`src/rtl/lsu_pkg.sv`:
```
// Shared types and constants for the byte-memory load/store unit.
// FSM states, access-size encoding and the memory read latency.
package lsu_pkg;

    typedef enum logic [2:0] {
        IDLE = 3'd0,
        LD0  = 3'd1,
        LD1  = 3'd2,
        LD2  = 3'd3,
        ST0  = 3'd4,
        ST1  = 3'd5,
        RESP = 3'd6
    } lsu_state_e;

    localparam logic SIZE_BYTE      = 1'b0;
    localparam logic SIZE_HALF      = 1'b1;
    localparam int   MEM_RD_LATENCY = 1;

endpackage

```
`src/rtl/lsu_if.sv`:
```
// CPU request/response handshake plus byte-memory port of the load/store unit.
// slave = the unit itself, master = the CPU/memory environment around it.
interface lsu_if #(
    parameter int ADDR_W = 8,
    parameter int DATA_W = 8
) ();

    logic                  req_valid;
    logic                  req_ready;
    logic                  req_write;
    logic                  req_size;
    logic                  req_signed;
    logic [ADDR_W-1:0]     req_addr;
    logic [2*DATA_W-1:0]   req_wdata;
    logic                  resp_valid;
    logic                  resp_ready;
    logic [2*DATA_W-1:0]   resp_rdata;
    logic                  mem_write;
    logic [ADDR_W-1:0]     mem_address;
    logic [DATA_W-1:0]     mem_input_data;
    logic [DATA_W-1:0]     mem_output_data;

    modport slave (
        input  req_valid, req_write, req_size, req_signed, req_addr, req_wdata,
        input  resp_ready, mem_output_data,
        output req_ready, resp_valid, resp_rdata,
        output mem_write, mem_address, mem_input_data
    );

    modport master (
        output req_valid, req_write, req_size, req_signed, req_addr, req_wdata,
        output resp_ready, mem_output_data,
        input  req_ready, resp_valid, resp_rdata,
        input  mem_write, mem_address, mem_input_data
    );

endinterface

```
`src/rtl/load_store_unit.sv`:
```
// Sequences byte/halfword loads and stores into little-endian byte accesses
// on a single-port memory whose read data arrives one cycle after the address.
module load_store_unit
    import lsu_pkg::*;
#(
    parameter int ADDR_W = 8,
    parameter int DATA_W = 8
) (
    input  logic  clk,
    input  logic  rst_n,
    lsu_if.slave  bus
);

    lsu_state_e            state_q, state_d;
    logic [ADDR_W-1:0]     addr_q, addr_d;
    logic                  size_q, size_d;
    logic                  signed_q, signed_d;
    logic [DATA_W-1:0]     wdata_hi_q, wdata_hi_d;
    logic [DATA_W-1:0]     lo_q, lo_d;
    logic [2*DATA_W-1:0]   rdata_q, rdata_d;
    logic                  resp_valid_q, resp_valid_d;
    logic                  req_ready_q, req_ready_d;
    logic                  mem_write_q, mem_write_d;
    logic [ADDR_W-1:0]     mem_address_q, mem_address_d;
    logic [DATA_W-1:0]     mem_input_data_q, mem_input_data_d;
    logic [ADDR_W-1:0]     addr_inc_s;

    // Second byte of a halfword; wraps naturally at the top of the address space.
    assign addr_inc_s = addr_q + ADDR_W'(1'b1);

    // Next-state and registered-output decode.
    always_comb begin
        state_d          = state_q;
        addr_d           = addr_q;
        size_d           = size_q;
        signed_d         = signed_q;
        wdata_hi_d       = wdata_hi_q;
        lo_d             = lo_q;
        rdata_d          = rdata_q;
        resp_valid_d     = resp_valid_q;
        req_ready_d      = req_ready_q;
        mem_write_d      = mem_write_q;
        mem_address_d    = mem_address_q;
        mem_input_data_d = mem_input_data_q;

        case (state_q)
            IDLE: begin
                if (bus.req_valid) begin
                    addr_d        = bus.req_addr;
                    size_d        = bus.req_size;
                    signed_d      = bus.req_signed;
                    wdata_hi_d    = bus.req_wdata[2*DATA_W-1:DATA_W];
                    req_ready_d   = 1'b0;
                    mem_address_d = bus.req_addr;
                    if (bus.req_write) begin
                        state_d          = ST0;
                        mem_write_d      = 1'b1;
                        mem_input_data_d = bus.req_wdata[DATA_W-1:0];
                        rdata_d          = '0;
                    end else begin
                        state_d     = LD0;
                        mem_write_d = 1'b0;
                    end
                end else begin
                    state_d = IDLE;
                end
            end
            LD0: begin
                state_d = LD1;
                if (size_q == SIZE_HALF) begin
                    mem_address_d = addr_inc_s;
                end else begin
                    mem_address_d = addr_q;
                end
            end
            LD1: begin
                lo_d = bus.mem_output_data;
                if (size_q == SIZE_BYTE) begin
                    state_d      = RESP;
                    resp_valid_d = 1'b1;
                    rdata_d      = {{DATA_W{signed_q & bus.mem_output_data[DATA_W-1]}},
                                    bus.mem_output_data};
                end else begin
                    state_d = LD2;
                end
            end
            LD2: begin
                state_d      = RESP;
                resp_valid_d = 1'b1;
                rdata_d      = {bus.mem_output_data, lo_q};
            end
            ST0: begin
                if (size_q == SIZE_HALF) begin
                    state_d          = ST1;
                    mem_write_d      = 1'b1;
                    mem_address_d    = addr_inc_s;
                    mem_input_data_d = wdata_hi_q;
                end else begin
                    state_d      = RESP;
                    mem_write_d  = 1'b0;
                    resp_valid_d = 1'b1;
                end
            end
            ST1: begin
                state_d      = RESP;
                mem_write_d  = 1'b0;
                resp_valid_d = 1'b1;
            end
            RESP: begin
                if (bus.resp_ready) begin
                    state_d      = IDLE;
                    resp_valid_d = 1'b0;
                    req_ready_d  = 1'b1;
                end else begin
                    state_d = RESP;
                end
            end
            default: begin
                state_d      = IDLE;
                req_ready_d  = 1'b1;
                resp_valid_d = 1'b0;
                mem_write_d  = 1'b0;
            end
        endcase
    end

    // State and output registers with synchronous active-low reset.
    always_ff @(posedge clk) begin
        if (!rst_n) begin
            state_q          <= IDLE;
            addr_q           <= '0;
            size_q           <= SIZE_BYTE;
            signed_q         <= 1'b0;
            wdata_hi_q       <= '0;
            lo_q             <= '0;
            rdata_q          <= '0;
            resp_valid_q     <= 1'b0;
            req_ready_q      <= 1'b1;
            mem_write_q      <= 1'b0;
            mem_address_q    <= '0;
            mem_input_data_q <= '0;
        end else begin
            state_q          <= state_d;
            addr_q           <= addr_d;
            size_q           <= size_d;
            signed_q         <= signed_d;
            wdata_hi_q       <= wdata_hi_d;
            lo_q             <= lo_d;
            rdata_q          <= rdata_d;
            resp_valid_q     <= resp_valid_d;
            req_ready_q      <= req_ready_d;
            mem_write_q      <= mem_write_d;
            mem_address_q    <= mem_address_d;
            mem_input_data_q <= mem_input_data_d;
        end
    end

    assign bus.req_ready      = req_ready_q;
    assign bus.resp_valid     = resp_valid_q;
    assign bus.resp_rdata     = rdata_q;
    assign bus.mem_write      = mem_write_q;
    assign bus.mem_address    = mem_address_q;
    assign bus.mem_input_data = mem_input_data_q;

endmodule
```
`src/flat_wrapper.sv`:
```
// flat-port wrapper written by rule: the top's interface ports become plain ports
module load_store_unit_flat import lsu_pkg::*;
#(
    parameter int ADDR_W = 8,
    parameter int DATA_W = 8
)
  (clk, rst_n, bus_req_valid, bus_req_write, bus_req_size, bus_req_signed, bus_req_addr, bus_req_wdata, bus_resp_ready, bus_mem_output_data, bus_req_ready, bus_resp_valid, bus_resp_rdata, bus_mem_write, bus_mem_address, bus_mem_input_data);
  lsu_if #(.ADDR_W(ADDR_W), .DATA_W(DATA_W)) bus_i ();
  input  logic clk;
  input  logic rst_n;
  input wire logic [$bits(bus_i.req_valid)-1:0] bus_req_valid;
  input wire logic [$bits(bus_i.req_write)-1:0] bus_req_write;
  input wire logic [$bits(bus_i.req_size)-1:0] bus_req_size;
  input wire logic [$bits(bus_i.req_signed)-1:0] bus_req_signed;
  input wire logic [$bits(bus_i.req_addr)-1:0] bus_req_addr;
  input wire logic [$bits(bus_i.req_wdata)-1:0] bus_req_wdata;
  input wire logic [$bits(bus_i.resp_ready)-1:0] bus_resp_ready;
  input wire logic [$bits(bus_i.mem_output_data)-1:0] bus_mem_output_data;
  output wire logic [$bits(bus_i.req_ready)-1:0] bus_req_ready;
  output wire logic [$bits(bus_i.resp_valid)-1:0] bus_resp_valid;
  output wire logic [$bits(bus_i.resp_rdata)-1:0] bus_resp_rdata;
  output wire logic [$bits(bus_i.mem_write)-1:0] bus_mem_write;
  output wire logic [$bits(bus_i.mem_address)-1:0] bus_mem_address;
  output wire logic [$bits(bus_i.mem_input_data)-1:0] bus_mem_input_data;
  assign bus_i.req_valid = bus_req_valid;
  assign bus_i.req_write = bus_req_write;
  assign bus_i.req_size = bus_req_size;
  assign bus_i.req_signed = bus_req_signed;
  assign bus_i.req_addr = bus_req_addr;
  assign bus_i.req_wdata = bus_req_wdata;
  assign bus_i.resp_ready = bus_resp_ready;
  assign bus_i.mem_output_data = bus_mem_output_data;
  assign bus_req_ready = bus_i.req_ready;
  assign bus_resp_valid = bus_i.resp_valid;
  assign bus_resp_rdata = bus_i.resp_rdata;
  assign bus_mem_write = bus_i.mem_write;
  assign bus_mem_address = bus_i.mem_address;
  assign bus_mem_input_data = bus_i.mem_input_data;
  load_store_unit #(.ADDR_W(ADDR_W), .DATA_W(DATA_W)) u_core (.clk(clk), .rst_n(rst_n), .bus(bus_i));
endmodule
```
`config.mk`:
```
export PLATFORM = sky130hd
export DESIGN_NAME = load_store_unit_flat
export DESIGN_NICKNAME = d
export VERILOG_FILES = /design/src/rtl/lsu_pkg.sv /design/src/rtl/lsu_if.sv /design/src/rtl/load_store_unit.sv /design/src/flat_wrapper.sv
export SDC_FILE = /design/constraint.sdc
export NUM_CORES = 1
export LEC_CHECK = 0
export ABC_AREA = 1
export ABC_CLOCK_PERIOD_IN_PS = 2700
export BUFFER_PORTS_ARGS = -buffer_cell sky130_fd_sc_hd__buf_2
export CORE_MARGIN = 5
export CORE_UTILIZATION = 55
export CTS_CLUSTER_SIZE = 14
export DETAILED_ROUTE_END_ITERATION = 7
export PLACE_DENSITY = 0.82
export SLEW_MARGIN = 5
export SYNTH_ARGS = -nofsm -noshare
export SYNTH_HDL_FRONTEND = slang
export SYNTH_SLANG_ARGS = --single-unit
```
`constraint.sdc`:
```
create_clock -name clk -period 2.7 [get_ports clk]
set_input_delay 0.27 -clock clk [delete_from_list [all_inputs] [get_ports clk]]
set_output_delay 0.27 -clock clk [all_outputs]
set_load 0.02 [all_outputs]
```
==> results of run 1 <==
## flip-flops by register name (all words and copies together) (netlist names)
name,flops
u_core.wdata_hi_q,8
u_core.size_q,1
u_core.signed_q,1
u_core.bus.resp_valid,1
u_core.bus.req_ready,1
u_core.bus.mem_write,1
u_core.state_q,3
u_core.bus.resp_rdata,16
u_core.bus.mem_address,8
u_core.bus.mem_input_data,8
u_core.lo_q,8
u_core.addr_q,8
## path summary, 6_finish.rpt
path | start | end | slack (ns) | cells past startpoint
worst max-delay path | u_core.state_q[1] | u_core.size_q | 0.90 | 7
worst min-delay path | bus_req_signed | u_core.signed_q | 0.19 | 3
worst max register to register | u_core.state_q[1] | u_core.size_q | 0.90 | 7
worst min register to register | u_core.bus.resp_valid | u_core.bus.resp_valid | 0.45 | 2
## where the power goes
part	total, µW	internal (µW)	switching (µW)
Clock	727	371	355
Combinational	1650	517	1140
Sequential	1380	1210	168
## metal layers
metal  track usage [%]  up-vias
met4              10.5        0
met5                 0        -
met3              4.32       15
met1              27.4     1388
li1                  -     1626
met2              36.6       84
## cells in the final DEF, fill, tap and decap left out
| cell | count |
|---|---|
| a21oi_1 | 52 |
| a31oi_1 | 1 |
| buf_2 | 73 |
| buf_4 | 3 |
| clkbuf_8 | 11 |
| clkinv_2 | 4 |
| dfxtp_1 | 64 |
| ha_1 | 1 |
| inv_1 | 52 |
| inv_2 | 4 |
| nand2_1 | 117 |
| nand2_2 | 4 |
| nand3_1 | 35 |
| nand3_2 | 1 |
| nand4_1 | 4 |
| nor2_1 | 63 |
| nor2_2 | 4 |
| nor2_4 | 1 |
| o2111ai_1 | 1 |
| o211ai_1 | 1 |
| o21a_1 | 1 |
| o21ai_0 | 41 |
| o21bai_1 | 1 |
| xor2_1 | 1 |
## worst min-delay path, cell delays in order
cell     delay (ns)
buf_2          0.10
nand2_1        0.05
a21oi_1        0.05
## cells by family (layout without fill, tap and decap cells)
logic type | count (synthesis) | after routing | share of synthesized area [%]
and+or+nand+nor | 229 | 229 | 30.9
AOI/OAI and AO/OA | 98 | 98 | 16.4
buffers and inverters | 74 | 147 | 10.1
DFF | 64 | 64 | 41.8
adders and majority gates | 1 | 1 | 0.409
xor gates and xnor gates | 1 | 1 | 0.286
## area by class of cell
type	count	area share, %
Clock buffer	11	4.19
Clock inverter	4	0.554
Inverter	56	5.82
Multi-Input combinational cell	329	40.7
Sequential cell	64	35.5
Tap cell	72	2.49
Timing Repair Buffer	76	10.7
## per-stage QoR
step                power (µW)  utilization [%]  setup slack, ns  cell area [µm²]
floorplan                 2660                -             1.33             3060
global placement          3000             62.9            0.911             3440
detailed placement        3040             62.9            0.917             3440
CTS                       3780             66.0            0.897             3610
global route              4090             66.0            0.712             3610
finish                    3760             66.0            0.897             3610
==> run_results.csv, run 1 <==
group,metric,value,unit
outcome,status,"complete, no violations",
power_and_ir_drop,power_density,1040,nW/µm²
yosys,async_flop_share,0,%
detailed_routing,antenna_left,0,
clock_network,ctsHoldBuffers,0,
detailed_routing,dr.pass1.iters,4,
detailed_routing,drt-met1-wl,3.45,mm
die,chipWidth,84.6,µm
clock_network,cts.repair.resized,0,
critical_path,critical_path_class,"reg -> reg",
yosys,ys_warn_count,0,
die,fp-row-count,27,
flow_run,maxCapViolCount,0,
yosys,synth-seq-cells,64,
clock_network,post_cts.repair.setup_buffers,0,
sta,skew,0.00694,ns
global_routing,grt_max_degree,41,
detailed_routing,met3_length,512,µm
sta,fin_crit_sh,66.8,%
sta,max_freq,554,MHz
clock_network,clock_path_buffers,2,
global_routing,grt_pass1_vias,2985,
critical_path,cp.buffers_inverters,2,
global_routing,grt-ovfl-total,0,
sta,rsz0062_at_grt,"false",
yosys,syn_inst,467,
sta,slew_headroom,48.8,%
final_layout,sequential_cell_area,1280,µm²
yosys,syn_area_per_cell,6.56,µm²
critical_path,crit_fanout,22,
detailed_routing,route.detailed.drc,0,
sta,timing.hold.ws,0.188,ns
clock_network,numCtsBuffers,9,
power_and_ir_drop,leakage,0.00179,µW
clock_network,htreeDepth,3,
sta,setup_tns,0,ns
place,gp_congestion,0.854,
critical_path,cp-start-kind,"flop",
detailed_routing,vias,3113,
die,core,5470,µm²
sta,tightest_slew,0.767,ns
detailed_routing,routed.top_layer,"met4",
final_layout,nets,576,
yosys,synthTopCellsByCount,"117 x nand2_1, 64 x dfxtp_1, 63 x nor2_1, 52 x a21oi_1, 52 x inv_1",
clock_network,path_clk_slew,0.06,ns
clock_network,clk_latency,0.34,ns
die,start_util,55.9,%
worst_hold_path,hp-class,"in -> reg",
detailed_routing,via_per_inst,5.09,
yosys,syn-cell-area,3060,µm²
critical_path,cp.required,2.91,ns
final_layout,drive_above_1_share,19.4,%
place,dp.cells,597,
yosys,synth-edff-count,0,
detailed_routing,wl,7.60,mm
critical_path,crit_arrival,2.01,ns
yosys,syn-num-nets,507,
yosys,synth_most_common_cell,"nand2_1",
critical_path,crit_chain,"inv_2, nand2_2, nor2_2, nand2_1, buf_4, o21ai_0, a21oi_1",
die,io_pins,74,
detailed_routing,wl_met2,3.47,mm
final_layout,multi_input_area,1470,µm²
die,die_area,7160,µm²
global_routing,grt_pass1_wl,13.0,mm
sta,finalSetupViolCount,0,
yosys,yosysUniqueCellTypes,24,
clock_network,cts_sinks,64,
yosys,synth_top_area_cell,"dfxtp_1",
final_layout,final_cells,612,
sta,hold_viol_final,0,
global_routing,grt_antenna_before_repair,0,
sta,drv_slew,0,
critical_path,critPathCaptureType,"flop",
die,die_height,84.6,µm
yosys,seq_area_frac_synth,41.8,%
detailed_routing,drt_iter0_markers,167,
sta,min_period,1.80,ns
yosys,synthFlopType,"dfxtp_1",
place,portBuffers,73,
place,hpwl,5.44,mm
power_and_ir_drop,ir_worst_vdd,543,µV
critical_path,cpPeakStageDelay,0.38,ns
global_routing,grtUsageTotal,22.1,%
final_layout,nFillCells,542,
detailed_routing,routedWlPerCell,12.4,µm
yosys,synth_top_area_share,41.8,%
final_layout,num_antenna_cells,0,
yosys,synthTopCellsByArea,"dfxtp_1 42%, nand2_1 14%, a21oi_1 8.5%",
final_layout,synthToLayoutAreaGrowth,18.0,%
critical_path,critPathTopFamily,"simple AND/OR/NAND/NOR gates",
clock_network,cts_root_buf,"clkbuf_8",
critical_path,critical_path.slowest_cell,"dfxtp_1",
clock_network,cts_tree,"done",
Power figures use the tool's default switching activity.
==> run 2, diff against run 1 <==
--- a/config.mk
+++ b/config.mk
@@ -6,13 +6,13 @@
 export NUM_CORES = 1
 export LEC_CHECK = 0
 export ABC_AREA = 1
-export ABC_CLOCK_PERIOD_IN_PS = 2700
+export ABC_CLOCK_PERIOD_IN_PS = 1700
 export BUFFER_PORTS_ARGS = -buffer_cell sky130_fd_sc_hd__buf_2
 export CORE_MARGIN = 5
-export CORE_UTILIZATION = 55
+export CORE_UTILIZATION = 53
 export CTS_CLUSTER_SIZE = 14
 export DETAILED_ROUTE_END_ITERATION = 7
-export PLACE_DENSITY = 0.82
+export PLACE_DENSITY = 0.79
 export SLEW_MARGIN = 5
 export SYNTH_ARGS = -nofsm -noshare
 export SYNTH_HDL_FRONTEND = slang
==> constraint.sdc (replaced) <==
create_clock -name clk -period 1.7 [get_ports clk]
set_input_delay 0.17 -clock clk [delete_from_list [all_inputs] [get_ports clk]]
set_output_delay 0.17 -clock clk [all_outputs]
set_load 0.02 [all_outputs]
==> run_results.csv, run 2 (synthesis gave the netlist of run 1 again) <==
group,metric,value,unit
clock_network,ctsHoldBuffers,0,
die,chipWidth,86.0,µm
critical_path,critical_path.slowest_cell,"dfxtp_1",
global_routing,grtUsageTotal,21.4,%
critical_path,critical_path_class,"reg -> reg",
global_routing,grt_pass1_vias,2902,
final_layout,multi_input_area,1500,µm²
power_and_ir_drop,leakage,0.00186,µW
sta,slew_headroom,74.8,%
die,start_util,54.9,%
detailed_routing,routedWlPerCell,12.3,µm
detailed_routing,antenna_left,0,
critical_path,crit_chain,"inv_4, nand2_1, nor2_2, nor2_1, nand2_1, nand3_1, o21a_1",
clock_network,clock_path_buffers,2,
final_layout,nFillCells,511,
clock_network,cts_root_buf,"clkbuf_8",
sta,min_period,1.60,ns
critical_path,crit_arrival,1.83,ns
critical_path,rr_worst_depth,7,
final_layout,synthToLayoutAreaGrowth,23.2,%
detailed_routing,vias,3133,
critical_path,r2r-end,"u_core.bus.mem_address[0]",
flow_run,maxCapViolCount,0,
final_layout,final_cell_mix,"117 x nand2_1, 73 x buf_2, 62 x dfxtp_1",
final_layout,largest_reg_flops,16,
final_layout,drive_above_1_share,21.6,%
critical_path,r2r_slack,0.1,ns
die,die_height,86.0,µm
sta,tightest_slew,0.378,ns
die,io_pins,74,
sta,hold_viol_final,0,
final_layout,num_antenna_cells,0,
critical_path,crit_top_cell,"nand2_1",
power_and_ir_drop,power_density,1700,nW/µm²
detailed_routing,route.detailed.drc,0,
detailed_routing,wl,7.65,mm
place,gp_congestion,0.867,
worst_hold_path,hp-class,"in -> reg",
clock_network,htreeDepth,3,
final_layout,utilization,67.7,%
clock_network,cts_tree,"done",
global_routing,grt-ovfl-total,0,
sta,skew,0.00705,ns
detailed_routing,via_per_inst,5.04,
critical_path,critPathCaptureType,"flop",
critical_path,crit_fanout,8,
global_routing,grt_antenna_before_repair,0,
final_layout,design_area,3770,µm²
global_routing,grt_max_degree,41,
worst_hold_path,whs_endpoint,"u_core.signed_q",
die,core,5570,µm²
critical_path,cp.buffers_inverters,1,
final_layout,final_common_cell,"nand2_1",
clock_network,cts_sinks,64,
clock_network,path_clk_slew,0.07,ns
sta,finalSetupViolCount,0,
critical_path,cp.required,1.93,ns
critical_path,critPathTopFamily,"simple AND/OR/NAND/NOR gates",
die,fp-row-count,27,
clock_network,numCtsBuffers,9,
worst_hold_path,hp-start,"bus_req_signed",
final_layout,sequential_cell_area,1280,µm²
critical_path,timing.rr.start,"u_core.state_q[2]",
detailed_routing,dr.pass1.iters,4,
global_routing,grt_pass1_wl,12.8,mm
sta,max_freq,625,MHz
outcome,status,"complete, no violations",
place,placed_cell_area,3530,µm²
worst_hold_path,min_path_cells,3,
place,portBuffers,73,
detailed_routing,drt_iter0_markers,194,
sta,fin_crit_sh,94.1,%
final_layout,nets,586,
clock_network,clk_latency,0.33,ns
critical_path,cpPeakStageDelay,0.40,ns
sta,drv_slew,0,
place,hpwl,5.38,mm
die,die_area,7400,µm²
power_and_ir_drop,ir_worst_vdd,970,µV
critical_path,cp-start-kind,"flop",
## run 2: worst max path at each step
stage | depth (start not counted) | to | slack, ns | start
finish | 7 | u_core.bus.mem_address[0] | 0.1 | u_core.state_q[2]
global route | 9 | u_core.bus.resp_rdata[7] | -0.002 | u_core.state_q[1]
CTS | 6 | u_core.bus.mem_address[0] | 0.005 | u_core.state_q[0]
detailed placement | 6 | u_core.bus.mem_address[0] | 0.02 | u_core.state_q[0]
global placement | 7 | u_core.bus.mem_address[0] | 0.08 | u_core.state_q[2]
floorplan | 9 | u_core.bus.mem_input_data[0] | 0.33 | u_core.state_q[0]
## run 2: worst register-to-register path, cell delays in order (launching register included)
cell	delay [ns]
dfxtp_1	0.40
inv_4	0.15
nand2_1	0.18
nor2_2	0.28
nor2_1	0.12
nand2_1	0.08
nand3_1	0.10
o21a_1	0.18
## run 2: layout make-up
cell class                      instances  area share [%]
Tap cell                               72            2.39
Sequential cell                        64            34.0
Clock buffer                           12            4.38
Inverter                               56            5.64
Timing Repair Buffer                   86            12.6
Multi-Input combinational cell        329            39.9
Clock inverter                          3            1.06
## run 2: through the flow
stage	power [µW]	std cells	setup TNS, ns	hold slack [ns]	setup slack (ns)
floorplan	4220	467	0	0.313	0.326
global placement	4980	607	0	0.434	0.0799
detailed placement	5030	607	0	0.438	0.0212
CTS	6390	622	0	0.0909	0.00524
global route	6950	622	-0.00330	0.0966	-0.00184
finish	6420	622	0	0.105	0.0995
## run 2: power breakdown
part           leakage, µW  switching, µW  internal [µW]  total (µW)
sequential        0.000527            262           1930        2190
combinational      0.00122           1880           1010        2890
clock             0.000108            546            784        1330
## run 2: what timing repair did
| action | CTS | global route |
|---|---|---|
| hold endpoints to repair | 0 | 0 |
| setup endpoints to repair | 0 | 36 |
| resized for setup | 0 | 10 |
| buffers inserted | 0 | 0 |
## run 2: routing by layer
metal  global-route usage (%)  part of all wire, %  up-vias  wire, µm
met3                     4.51                  8.0       16       610
met4                     8.78                  2.1        0       162
met1                     26.8                   43     1368      3300
met2                     35.7                   47      107      3580
li1                         -                    -     1642         -
met5                        0                    0        -         0
